===== config.mk =====
export PLATFORM = sky130hd
export DESIGN_NAME = spi_slave_fd
export DESIGN_NICKNAME = d
export VERILOG_FILES = /design/src/rtl/spi_slave_fd.sv
export SDC_FILE = /design/constraint.sdc
export NUM_CORES = 1
export LEC_CHECK = 0
export ABC_AREA = 1
export CORE_ASPECT_RATIO = 0.8
export CORE_MARGIN = 10
export CORE_UTILIZATION = 55
export CTS_CLUSTER_DIAMETER = 200
export DETAILED_ROUTE_END_ITERATION = 16
export PLACE_DENSITY = 0.8
export SYNTH_ARGS = -nofsm -noshare
export SYNTH_HDL_FRONTEND = slang
export SYNTH_SLANG_ARGS = --single-unit

===== constraint.sdc =====
create_clock -name sync_clock -period 2.6 [get_ports sync_clock]
set_clock_uncertainty 0.1 [all_clocks]
set_input_delay 0.52 -clock sync_clock [delete_from_list [all_inputs] [get_ports sync_clock]]
set_output_delay 0.52 -clock sync_clock [all_outputs]
set_load 0.005 [all_outputs]

===== src/rtl/spi_slave_fd.sv =====
// spi_slave_fd
//   Full-duplex SPI slave with configurable word width and bit order.
//   All pin inputs are sampled on the rising edge of sync_clock.
//   A one-word tx buffer is written through a valid/ready handshake.
//   That word is moved into the tx shift register when a frame starts.
//
// Parameters
//   WIDTH      bits per frame (2..32)
//   LSB_FIRST  1: bit 0 travels first (right shift); 0: bit WIDTH-1 first
//   IDLE_WORD  word shifted out when a frame starts with the tx buffer empty
//
// Ports
//   sync_clock  in   clock, all logic on posedge
//   rst_n       in   asynchronous active-low reset
//   CS          in   chip select, active low
//   MOSI        in   serial data in
//   MISO        out  serial data out, 0 outside SHIFT
//   tx_data     in   word for the next frame
//   tx_valid    in   tx_data valid
//   tx_ready    out  tx buffer empty
//   rx_data     out  last complete received word
//   rx_valid    out  1-cycle pulse, rx_data updated
//   aborted     out  1-cycle pulse, CS released mid-frame
//   underrun    out  1-cycle pulse, frame started with empty tx buffer
module spi_slave_fd #(
  parameter int               WIDTH     = 12,
  parameter bit               LSB_FIRST = 1'b1,
  parameter logic [WIDTH-1:0] IDLE_WORD = '0
) (
  input  logic             sync_clock,
  input  logic             rst_n,
  input  logic             CS,
  input  logic             MOSI,
  output logic             MISO,
  input  logic [WIDTH-1:0] tx_data,
  input  logic             tx_valid,
  output logic             tx_ready,
  output logic [WIDTH-1:0] rx_data,
  output logic             rx_valid,
  output logic             aborted,
  output logic             underrun
);

  localparam int CW = $clog2(WIDTH);

  typedef enum logic [1:0] {ST_IDLE, ST_SHIFT, ST_DONE} state_t;

  state_t           r_state;
  state_t           w_next;
  logic [CW-1:0]    r_cnt;
  logic [WIDTH-1:0] r_rx_sh;
  logic [WIDTH-1:0] r_tx_sh;
  logic [WIDTH-1:0] r_tx_buf;
  logic             r_tx_full;
  logic [WIDTH-1:0] r_rx_data;
  logic             r_rx_valid;
  logic             r_aborted;
  logic             r_underrun;

  logic w_start;
  logic w_sample;
  logic w_abort;
  logic w_last;

  assign w_start  = (r_state == ST_IDLE)  && !CS;
  assign w_sample = (r_state == ST_SHIFT) && !CS;
  assign w_abort  = (r_state == ST_SHIFT) &&  CS;
  assign w_last   = (r_cnt == CW'(WIDTH - 1));

  always_ff @(posedge sync_clock or negedge rst_n) begin
    if (!rst_n) r_state <= ST_IDLE;
    else        r_state <= w_next;
  end

  always_comb begin
    w_next = r_state;
    case (r_state)
      ST_IDLE:  if (!CS) w_next = ST_SHIFT;
      ST_SHIFT: begin
        if (CS)          w_next = ST_IDLE;
        else if (w_last) w_next = ST_DONE;
      end
      ST_DONE:  w_next = ST_IDLE;  // CS deliberately ignored here
      default:  w_next = ST_IDLE;
    endcase
  end

  always_ff @(posedge sync_clock or negedge rst_n) begin
    if (!rst_n) begin
      r_cnt      <= '0;
      r_rx_sh    <= '0;
      r_tx_sh    <= '0;
      r_tx_buf   <= '0;
      r_tx_full  <= 1'b0;
      r_rx_data  <= '0;
      r_rx_valid <= 1'b0;
      r_aborted  <= 1'b0;
      r_underrun <= 1'b0;
    end else begin
      r_rx_valid <= (r_state == ST_DONE);
      r_aborted  <= w_abort;
      r_underrun <= w_start && !r_tx_full;

      if (w_start) begin
        r_cnt   <= '0;
        r_rx_sh <= '0;
        r_tx_sh <= r_tx_full ? r_tx_buf : IDLE_WORD;
      end else if (w_sample) begin
        r_cnt <= r_cnt + CW'(1);
        if (LSB_FIRST) begin
          r_rx_sh <= {MOSI, r_rx_sh[WIDTH-1:1]};
          r_tx_sh <= {1'b0, r_tx_sh[WIDTH-1:1]};
        end else begin
          r_rx_sh <= {r_rx_sh[WIDTH-2:0], MOSI};
          r_tx_sh <= {r_tx_sh[WIDTH-2:0], 1'b0};
        end
      end

      if (r_state == ST_DONE) r_rx_data <= r_rx_sh;

      // A write landing on a frame-start edge with an empty buffer is not
      // bypassed into the shift register; it waits for the next frame.
      if (w_start && r_tx_full) begin
        r_tx_full <= 1'b0;
      end else if (tx_valid && !r_tx_full) begin
        r_tx_full <= 1'b1;
        r_tx_buf  <= tx_data;
      end
    end
  end

  assign MISO     = (r_state == ST_SHIFT) ?
                    (LSB_FIRST ? r_tx_sh[0] : r_tx_sh[WIDTH-1]) : 1'b0;
  assign tx_ready = !r_tx_full;
  assign rx_data  = r_rx_data;
  assign rx_valid = r_rx_valid;
  assign aborted  = r_aborted;
  assign underrun = r_underrun;

endmodule

# After elaboration in Yosys (flattened, before gate mapping)
# Index checks and enable logic that the tools add are counted.
# word_totals
memories	0
romBits	0
mem_bits_rw	0
out_inout_bits	17
latchBits	0
ff_bits	58
# op_classes
eq_ne	5
add_sub_neg	1
n_lt_le_gt_ge	0
reduce_logical	13
n_mux	14
mul	0
n_shift	0
n_bitwise	1
n_div	0
# ops
cell	n
12-bit 2-to-1 mux	5
4-bit 2-to-1 mux	2
1-bit logical AND	6
2-bit 2-to-1 mux	3
4-bit by 1-bit adder with 4-bit output (second input constant)	1
4-bit == test (second input constant)	1
2-bit case mux with 2 select lines	1
2-bit AND reduction	2
2-bit nonzero test	2
1-bit 2-to-1 mux	3
3-bit != test (second input constant)	1
2-bit by 1-bit == test with 1-bit output (second input constant)	1
2-bit == test (second input constant)	1
1-bit logical NOT	2
2-bit logical NOT	1
2-bit != test (second input constant)	1
1-bit inverter	1

# Logic depth before layout (Yosys ltp)
# depth
ltp_word	5
ltp_mapped	6

# Least setup slack after synthesis
# OpenSTA, ideal clock, no wires.
# synth_path
path_type	flip-flop to output port
startpoint	register r_state[0]
endpoint	output port MISO
t_required_ns	1.980
slack_ns	1.177
path_stages_with_launch	5
arrival_ns	0.803
cell_sequence	dfrtp_1 > buf_2 > buf_4 > nand2_1 > nor2_1
# synth_between
elab_chain_len	2
# synth_lines
element	line_no	source
from (decl)	48	state_t r_state;
from (signal assigned)	72	else r_state <= w_next;
2-bit by 1-bit == test with 1-bit output	132	assign MISO = (r_state == ST_SHIFT) ?
1-bit 2-to-1 mux	132	
to (decl)	34	output logic MISO,
# Every way passes these cells.

# Worst setup path in the final report
# layout_path
startpoint	register r_tx_full
endpoint	output port tx_ready
# layout_between
elab_chain_len	1
# layout_lines
element	line_no	source
from (decl)	54	logic r_tx_full;
from (signal assigned)	94	r_tx_full <= 1'b0;
from (signal assigned)	124	r_tx_full <= 1'b0;
from (signal assigned)	126	r_tx_full <= 1'b1;
1-bit logical NOT	134	assign tx_ready = !r_tx_full;
to (decl)	37	output logic tx_ready,
# Every way passes these cells.

==> summary.txt <==
Floorplanning
  • Die Ht: 79.62 um
  • Std-Cell Rows: 21
  • DIE AREA: ~7500 um^2
  • Core area: 4230 um^2
  • Initial Utilization: 57.76%
  • Die width: 94.52 um
  • Io pins: 34

CTS
  • Setup Buffers After CTS: 0
  • Hold buffers post-CTS: 0
  • CTS resizes: 0
  • Clk slew on worst S/H paths: approximately 0.070 ns
  • CTS H-tree depth: 3
  • Clock root buffer: clkbuf_8
  • CTS tree: yes
  • Longest Clk Path Bufs: 2
  • CTS Buf Count: 9
  • Worst skew pair latency: 0.34 ns
  • Clock Sinks: 58

GRT
  • Pin count of the biggest net entering global routing: 59
  • Initial antenna violation count: 0
  • Gr ovfl total: 0
  • Gr usage total: 14.21%
  • Vias in the first global route: 1,778
  • First-pass GRT wire length: 8397 um

Power and ir drop
  • Clock share of power: 37.2%
  • Comb pwr share: 13.8%
  • Peak supply drop: 450.3 uV
  • Net Switching: slightly above 600 uW
  • Power Dens Cells: around 740 nW/um^2
  • Reg power frac: 48.9%
  • P_int: 1619 uW
  • Switching share of total power: ~28%
  • Leakage power: 0.001461 uW

Synthesis
  • Dominant synthesized flop cell: dfrtp_1
  • Sequential cell area fraction in the yosys report: 59.40%
  • Dominant cell type by area after synthesis: dfrtp_1
  • Post-synth top area share: 59.40%
  • Syn. warnings: 0
  • Number of synthesized register bits: 58
  • Syn avg cell area: 8.790 um^2
  • Net Count, Synth: 296
  • Async S/R FF share, synth: 100.0%
  • Mapped Area: 2444 um^2
  • Area contributors post-synth: dfrtp_1 59%, nand2_1 13%, inv_1 4.9%, nand3b_1 3.4%, nand3_1 3.3%
  • Post-synth EDFFs: 0
  • Cell variety after synth: 18
  • Cells after Synth: 278

Worst setup path
  • Crit-path max FO: 15
  • Worst EP arrival: 1.53 ns
  • R2R depth: 5
  • Setup CP Type: register to primary output
  • Crit-path leading delay family: buffers and inverters
  • Critical path startpoint: r_tx_full$_DFFE_PN0P_
  • CP Cell Sequence: inv_1 > clkdlybuf4s50_1
  • R2R Setup Slk: 1.05 ns
  • Reg2reg end: r_tx_buf[3]$_DFFE_PN0P_
  • Worst Path Buf+Inv: 2
  • CP Capture Type: primary output
  • Worst Setup Start Kind: register
  • Slowest stage cell on the critical path: dfrtp_1
  • Worst path max stage delay: 0.54 ns
  • Worst path required time: slightly below 2 ns
  • Reg-to-Reg Start: r_tx_full$_DFFE_PN0P_

Placed design
  • Final RePlAce weighted congestion: between 0.7 and 0.8
  • # port buffers: 33
  • Placed cells: between 300 and 400
  • Dpl hpwl: 3335 um

Finish
  • Antenna cells: 0
  • NumNets Final: around 330
  • Share of cells above drive strength 1: under 10%
  • Layout area overhead: 23.30%
  • Commonest non-fill, non-tap cell in the layout: nand2_1
  • Fin cells: 375
  • Commonest cells after routing, fill and taps aside: 82 x nand2_1, 58 x dfrtp_1, 32 x inv_1, 32 x clkdlybuf4s50_1, 19 x nor2_1

STA
  • Max Fclk: ~470 MHz
  • Minimum clock period: 2.146 ns
  • RSZ-0062 raised after global routing: false
  • Worst-margin pin slew: about 0.71 ns
  • Slew Viols, Final: 0
  • Final period util: 82.52%
  • Setup-failing EPs final: 0
  • Setup TNS: 0 ns
  • Max-slew headroom: 52.40%
  • Final hold vios: 0

Drt
  • 1st-iter DRT viols: 82
  • Pre-antenna DRT Iters: 4
  • Routed Antenna Nets: 0
  • Routed WL per cell: approximately 13 um
  • Total Wirelength: 4880 um
  • DRC: 0
  • Via density: 5.072
  • Routed via count: 1,902

Outcome
  • Status: completed

Min path
  • HP Class: primary input to asynchronous set/reset pin

Run
  • Max-Cap Viols: 0
-- Yosys cell counts (11+ instances only) --
library cell / number
o21ai_0: 15
a21oi_1: 14
nand2_1: 82
o22ai_1: 11
nor2_1: 19
dfrtp_1: 58
inv_1: 32
buf_2: 12
nand3b_1: 11
nand3_1: 16
-- layout make-up --
cell class	count	area (um^2)
timing repair buffer	39	370.4
clock inverter	6	66.31
inverter	33	123.9
fill	361	1217
sequential	58	1451
multi-input combinational	172	792.0
tap	57	71.32
clock buffer	10	137.6
-- registers in the layout, summed over array words and instances (netlist names) --
register / cells
r_cnt: 4
rx_data: 12
rx_valid: 1
r_tx_buf: 12
aborted: 1
r_tx_sh: 12
r_tx_full: 1
r_state: 2
r_rx_sh: 12
underrun: 1
-- power groups by stage --
stage	clock (uW)	combinational, uW	sequential, uW
after global routing	891	360	1110
after CTS	850	314	1090
final	832	309	1090
after detailed placement	0	313	1110
after global placement	0	303	1100
after floorplan	0	218	1080
-- how the worst max path moves through the flow --
stage,end,cells after the start
finish,tx_ready,2
global route,tx_ready,2
CTS,tx_ready,2
detailed placement,r_tx_buf[3]$_DFFE_PN0P_,4
global placement,r_tx_buf[7]$_DFFE_PN0P_,4
floorplan,MISO,4
-- stage by stage --
stage / instance area (um^2) / hold slack [ns] / total power [uW] / worst slack [ns] / util, %
floorplan: 2444 / 0.1244 / 1296 / 1.177 / -
global placement: 2809 / 0.3560 / 1405 / 0.5782 / 66.40
detailed placement: 2809 / 0.3605 / 1420 / 0.5555 / 66.40
CTS: 3013 / 0.2309 / 2255 / 0.4276 / 71.22
global route: 3013 / 0.2649 / 2359 / 0.3442 / 71.22
finish: 3013 / 0.2006 / 2235 / 0.4544 / 71.22
-- cells by family (layout without fill, tap and decap cells) --
logic type	Yosys count	count (layout)	synth area share [%]
compound gates	41	41	9.012
fa+ha+maj	1	1	0.5120
buf+inv	48	88	8.192
flops	58	58	59.40
simple gates	130	130	22.89
-- metal layers --
metal / share of wire [%] / vias to the layer above / track usage, %
li1: - / 949 / -
met4: 0.90 / 0 / 5.821
met1: 47 / 905 / 18.81
met3: 6.1 / 4 / 5.639
met5: 0 / - / 0
met2: 46 / 44 / 20.21
Note: power is estimated with default switching activity, not from simulation.
